===== src/rtl/imm_gen_pipe.sv =====
// imm_gen_pipe: registered immediate generator with a 2-entry valid/ready skid buffer.
// Decodes the RISC-V immediate formats (I/S/B/U/J and Zicsr zimm), flags unknown
// opcodes, and precomputes the PC-relative target before buffering each entry.
module imm_gen_pipe #(
    parameter int XLEN     = 32,
    parameter int EN_ZICSR = 1
) (
    input  logic            clk,
    input  logic            rst_n,
    input  logic            flush,
    input  logic            in_valid,
    output logic            in_ready,
    input  logic [31:0]     in_instr,
    input  logic [XLEN-1:0] in_pc,
    output logic            out_valid,
    input  logic            out_ready,
    output logic [XLEN-1:0] out_imm,
    output logic [2:0]      out_fmt,
    output logic [XLEN-1:0] out_target,
    output logic            out_illegal,
    output logic [XLEN-1:0] out_pc
);

    localparam logic [2:0] F_NONE = 3'd0, F_I = 3'd1, F_S = 3'd2, F_B = 3'd3,
                           F_U    = 3'd4, F_J = 3'd5, F_Z = 3'd6;

    localparam logic [6:0] OP_LOAD  = 7'b0000011, OP_MISC  = 7'b0001111,
                           OP_IMM   = 7'b0010011, OP_AUIPC = 7'b0010111,
                           OP_IMM32 = 7'b0011011, OP_STORE = 7'b0100011,
                           OP_OP    = 7'b0110011, OP_LUI   = 7'b0110111,
                           OP_OP32  = 7'b0111011, OP_BR    = 7'b1100011,
                           OP_JALR  = 7'b1100111, OP_JAL   = 7'b1101111,
                           OP_SYS   = 7'b1110011;

    logic [31:0]     imm32;
    logic [XLEN-1:0] dec_imm, dec_tgt;
    logic [2:0]      dec_fmt;
    logic            dec_ill, pcrel, is_lui;

    // Combinational decode of the incoming word; every immediate is first built as
    // a 32-bit signed value so one sign-extension covers both XLEN choices.
    always_comb begin
        imm32   = '0;
        dec_fmt = F_NONE;
        dec_ill = 1'b0;
        pcrel   = 1'b0;
        is_lui  = 1'b0;
        case (in_instr[6:0])
            OP_IMM, OP_LOAD, OP_JALR: begin
                dec_fmt = F_I;
                imm32   = {{20{in_instr[31]}}, in_instr[31:20]};
            end
            OP_IMM32: begin
                if (XLEN == 64) begin
                    dec_fmt = F_I;
                    imm32   = {{20{in_instr[31]}}, in_instr[31:20]};
                end else begin
                    dec_ill = 1'b1;
                end
            end
            OP_STORE: begin
                dec_fmt = F_S;
                imm32   = {{20{in_instr[31]}}, in_instr[31:25], in_instr[11:7]};
            end
            OP_BR: begin
                dec_fmt = F_B;
                pcrel   = 1'b1;
                imm32   = {{19{in_instr[31]}}, in_instr[31], in_instr[7],
                           in_instr[30:25], in_instr[11:8], 1'b0};
            end
            OP_JAL: begin
                dec_fmt = F_J;
                pcrel   = 1'b1;
                imm32   = {{11{in_instr[31]}}, in_instr[31], in_instr[19:12],
                           in_instr[20], in_instr[30:21], 1'b0};
            end
            OP_LUI, OP_AUIPC: begin
                dec_fmt = F_U;
                pcrel   = (in_instr[6:0] == OP_AUIPC);
                is_lui  = (in_instr[6:0] == OP_LUI);
                imm32   = {in_instr[31:12], 12'b0};
            end
            OP_SYS: begin
                // zimm is 5 bits with a zero top, so the shared sign-extension is harmless
                if (EN_ZICSR != 0 && in_instr[14]) begin
                    dec_fmt = F_Z;
                    imm32   = {27'b0, in_instr[19:15]};
                end
            end
            OP_OP, OP_MISC: ;
            OP_OP32: dec_ill = (XLEN != 64);
            default: dec_ill = 1'b1;
        endcase
        dec_imm = XLEN'($signed(imm32));
        dec_tgt = pcrel ? in_pc + dec_imm : (is_lui ? dec_imm : '0);
    end

    logic [1:0][XLEN-1:0] imm_q, tgt_q, pc_q;
    logic [1:0][2:0]      fmt_q;
    logic [1:0]           ill_q;
    logic [1:0]           cnt_q, cnt_d;
    logic                 head_q, head_d, tail_q, tail_d;
    logic                 push, pop;

    // in_ready depends on registered count only, so out_ready never reaches it.
    assign in_ready  = (cnt_q != 2'd2);
    assign out_valid = (cnt_q != 2'd0);
    assign push      = in_valid & in_ready & ~flush;
    assign pop       = out_valid & out_ready & ~flush;

    // Pointer/count bookkeeping; flush wins over any push or pop in the same cycle.
    always_comb begin
        cnt_d  = cnt_q;
        head_d = head_q;
        tail_d = tail_q;
        if (flush) begin
            cnt_d  = '0;
            head_d = 1'b0;
            tail_d = 1'b0;
        end else begin
            if (push) tail_d = ~tail_q;
            if (pop)  head_d = ~head_q;
            cnt_d = cnt_q + 2'(push) - 2'(pop);
        end
    end

    // Control state register.
    always_ff @(posedge clk or negedge rst_n) begin
        if (!rst_n) begin
            cnt_q  <= '0;
            head_q <= 1'b0;
            tail_q <= 1'b0;
        end else begin
            cnt_q  <= cnt_d;
            head_q <= head_d;
            tail_q <= tail_d;
        end
    end

    // Entry storage; written at the tail on accept, cleared only by reset.
    always_ff @(posedge clk or negedge rst_n) begin
        if (!rst_n) begin
            imm_q <= '0;
            tgt_q <= '0;
            pc_q  <= '0;
            fmt_q <= '0;
            ill_q <= '0;
        end else if (push) begin
            imm_q[tail_q] <= dec_imm;
            tgt_q[tail_q] <= dec_tgt;
            pc_q[tail_q]  <= in_pc;
            fmt_q[tail_q] <= dec_fmt;
            ill_q[tail_q] <= dec_ill;
        end
    end

    // Head entry drives the outputs; an empty buffer presents all zeros.
    always_comb begin
        out_imm     = '0;
        out_target  = '0;
        out_pc      = '0;
        out_fmt     = F_NONE;
        out_illegal = 1'b0;
        if (out_valid) begin
            out_imm     = imm_q[head_q];
            out_target  = tgt_q[head_q];
            out_pc      = pc_q[head_q];
            out_fmt     = fmt_q[head_q];
            out_illegal = ill_q[head_q];
        end
    end

endmodule


===== config.mk =====
export PLATFORM = sky130hd
export DESIGN_NAME = imm_gen_pipe
export DESIGN_NICKNAME = d
export VERILOG_FILES = /design/src/rtl/imm_gen_pipe.sv
export SDC_FILE = /design/constraint.sdc
export NUM_CORES = 1
export LEC_CHECK = 0
export ABC_CLOCK_PERIOD_IN_PS = 2300
export CORE_MARGIN = 2
export CORE_UTILIZATION = 45
export CTS_CLUSTER_DIAMETER = 150
export DETAILED_ROUTE_END_ITERATION = 8
export PLACE_DENSITY = 0.77
export RECOVER_POWER = 50
export SYNTH_ARGS = -nofsm -noshare
export SYNTH_HDL_FRONTEND = slang
export SYNTH_SLANG_ARGS = --single-unit

===== constraint.sdc =====
create_clock -name clk -period 2.3 [get_ports clk]
set_input_delay 0.46 -clock clk [delete_from_list [all_inputs] [get_ports clk]]
set_output_delay 0.46 -clock clk [all_outputs]
set_load 0.03 [all_outputs]

==> impl_metrics.env <==
export IMPL_die_h_um=165
export IMPL_n_antenna_cell=0
export IMPL_htree_levels=1
export IMPL_synthFlopType="dfrtp_1"
export IMPL_ys_ff_latch=204
export IMPL_area_delta_synth_final_pct=60.5
export IMPL_synthCells=1391
export IMPL_relSlewSlack_pct=16.7
export IMPL_placed_cells=2024
export IMPL_skew_ps=11.8
export IMPL_hold_path_cell_count=2
export IMPL_async_flop_share_pct=100
export IMPL_power_density_nw_per_um2=674
export IMPL_worst_setup_path_type="in2reg"
export IMPL_ioPinCount=171
export IMPL_start_kind="primary input"
export IMPL_core_um2=25300
export IMPL_final_nets=1926
export IMPL_dp_hpwl_um=28100
export IMPL_row_count=58
export IMPL_netlist_area_um2=11600
export IMPL_numCtsBuffers=23
export IMPL_rr_endpoint="imm_q[3]"
export IMPL_worstHoldEndpoint="pc_q[23]"
export IMPL_die_area_um2=27100
export IMPL_worst_ep_arrival_time_ps=4030
export IMPL_clk_path_buf_depth=3
export IMPL_syn_avg_cell_area_um2=8.35
export IMPL_antenna_left=0
export IMPL_layout_commonest_cell="nand2_1"
export IMPL_clkSinkCount=204
export IMPL_gr_total_overflow=0
export IMPL_slew_viol_final=0
export IMPL_cts_tree="done"
export IMPL_yosysTopAreaCellShare_pct=43.9
export IMPL_totalPowerFinal_mw=12.6
export IMPL_vias=13244
export IMPL_routed_wl_um=51200
export IMPL_routed_via_density=6.11
export IMPL_detail_route_wl_per_cell_um=23.6
export IMPL_cap_violations=0
export IMPL_fin_cells=2167
export IMPL_hold_violations=0
export IMPL_hp_start="pc_q[23]"
export IMPL_fin_ws_ps=-1330
export IMPL_rsz0062_at_grt="true"
export IMPL_final_core_util_pct=73.8
export IMPL_critPathMostFrequentCell="buf_6"
export IMPL_worst_slew_pin_slew_ps=1250
export IMPL_worstSetupEndpointType="flop"
export IMPL_max_freq_mhz=275
export IMPL_cts_root_buf="clkbuf_16"
export IMPL_critPathRequiredTime_ps=2700
export IMPL_critPathSlowestCell="a222oi_1"
export IMPL_violations="negative setup slack"
export IMPL_path_clk_slew_ps=60
export IMPL_startpoint="in_instr[6]"
export IMPL_post_route_period_util_pct=158
export IMPL_grt_pass1_wl_um=70400
export IMPL_antenna_found_initial=0
export IMPL_dpl_cell_area_um2=15400
export IMPL_min_path_type="reg2reg"
export IMPL_synth_seq_area_share_pct=43.9
export IMPL_final_layout_size_suffix_gt1_share_pct=39.8
export IMPL_grtUsageTotal_pct=33.5
export IMPL_die_w_um=165
export IMPL_crit_family="compound AO/OA/AOI/OAI gates"
export IMPL_final_area_um2=18600
export IMPL_grt_pass1_vias=12583
export IMPL_r2r_slack_ps=190
export IMPL_drtPass1Iterations=8
export IMPL_drcViolationCount=0
export IMPL_synth_area_leader_cell="dfrtp_1"
export IMPL_grt_max_degree=88
export IMPL_timing_rr_start="cnt_q[0]"
export IMPL_power_leakage_nw=8.67
export IMPL_place_ws_ps=-2040
export IMPL_synth_edf_count=0
export IMPL_gp_congestion=0.938
export IMPL_synth_cell_type_count=65
export IMPL_critPathMaxStageDelay_ps=580
export IMPL_period_minus_slack_ps=3630
export IMPL_status="finished with violations"
export IMPL_reg2regPathDepth=5
export IMPL_crit_buf_inv=7
export IMPL_drt_iter0_markers=1523
export IMPL_vdd_drop_max_mv=0.671
export IMPL_crit_chain="buf_6 -> buf_6 -> nand2_4 -> nor2_4 -> a21oi_4 -> nor2_4 -> a222oi_1 -> inv_1 -> ha_4 -> buf_4 -> buf_6 -> nand2b_4 -> a21oi_4 -> o21ai_4 -> a211oi_4 -> buf_4 -> buf_6 -> o21ai_4 -> o21ai_4 -> mux2i_1 -> nand2_1"
export IMPL_final_cell_mix="347 x nand2_1, 330 x buf_4, 203 x dfrtp_1, 126 x nor2_1, 76 x mux2i_1"
export IMPL_synth_area_leaders="dfrtp_1 44%, nand2_1 12%, mux2i_1 9.1%, nor2_1 5.0%, o21ai_0 4.1%"
export IMPL_setup_viol=115
export IMPL_clk_latency_ps=520
export IMPL_syn_nets=1494
export IMPL_synth_warnings=0
export IMPL_initial_core_util_pct=46.0
export IMPL_path_max_fanout=5
export IMPL_portBuffers=170
export IMPL_crit_cells=21
[synthesized netlist by cell type (all sizes together) (3+ instances only)]
cell type	instances
a21oi	63
o21ai	105
ha	33
xnor2	11
clkbuf	70
a31oi	10
o21bai	3
a21o	15
inv	44
or3	5
nor2	156
nor4	6
o21a	4
nand2b	4
and3	10
nor3b	5
a21boi	3
o211ai	7
nor3	26
a211o	3
nand2	365
buf	19
nand4	7
nand3	12
o31a	3
and2	7
nor2b	6
a211oi	6
o31ai	14
o32ai	4
o22ai	3
a222oi	4
mux2	13
o32a	4
xor2	10
mux2i	106
dfrtp	204
[sequential cells by signal, summed over array words and instances, names as in the netlist]
signal  flops
head_q      1
tail_q      1
cnt_q       2
imm_q      64
fmt_q       6
tgt_q      64
ill_q       2
pc_q       64
[area by class of cell]
type	instances	area, µm²
fillers	1587	6610
inverters	44	173
multi-input cells	1055	7560
flip-flops and latches	204	5110
clock inverters	10	91.3
repair buffers	495	4660
clock buffers	29	638
well taps	330	413
[report_power, final]
group	internal, mW	leakage (nW)	switching [mW]	total (mW)
combinational	1.85	5.60	2.43	4.29
clock	2.08	0.358	1.58	3.66
sequential	4.20	2.72	0.432	4.63
total	8.13	8.67	4.44	12.6
[worst reg2reg max path: cells and delay by family (launching register included)]
kind | cells | cell delay, ps
simple gates | 3 | 670
compound gates | 1 | 650
buf+inv | 1 | 220
flops | 1 | 410
[metal layers]
| metal | GRT usage [%] | share of wire, % |
|---|---|---|
| met1 | 43.2 | 37 |
| met2 | 53.5 | 44 |
| met3 | 6.88 | 11 |
| met4 | 17.7 | 8.3 |
| met5 | 0 | 0 |
[worst max path at each step]
stage / endpoint / slack, ps
after floorplan: tgt_q[26] / -1350
after global placement: tgt_q[58] / -1960
after detailed placement: tgt_q[58] / -2040
after CTS: tgt_q[58] / -960
after global routing: tgt_q[28] / -1440
final: tgt_q[60] / -1330
[stage by stage]
stage | setup TNS, ps | hold WS (ps)
floorplan | -52830 | 164
global placement | -112510 | 437
detailed placement | -119520 | 437
CTS | -38190 | 469
global route | -70290 | 496
finish | -61990 | 474
[kinds of logic after synthesis]
kind of cell,synth area share (%)
AO/OA/AOI/OAI,13.8
XOR/XNOR,1.58
adder cells (fa/ha/maj),3.73
buffers and inverters,4.43
flip-flops,43.9
multiplexers,10.4
AND/OR/NAND/NOR,22.1
[timing repair]
| action | in CTS | in global routing |
|---|---|---|
| gates resized for setup | 297 | 132 |
| hold buffers | 1 | 0 |
| cloned | 8 | 3 |
| setup endpoints to repair | 155 | 140 |
| pin swaps | 139 | 80 |
| buffers inserted | 85 | 31 |
| endpoints found under the hold margin | 44 | 0 |
No activity file was read; power rests on OpenSTA's default activity.
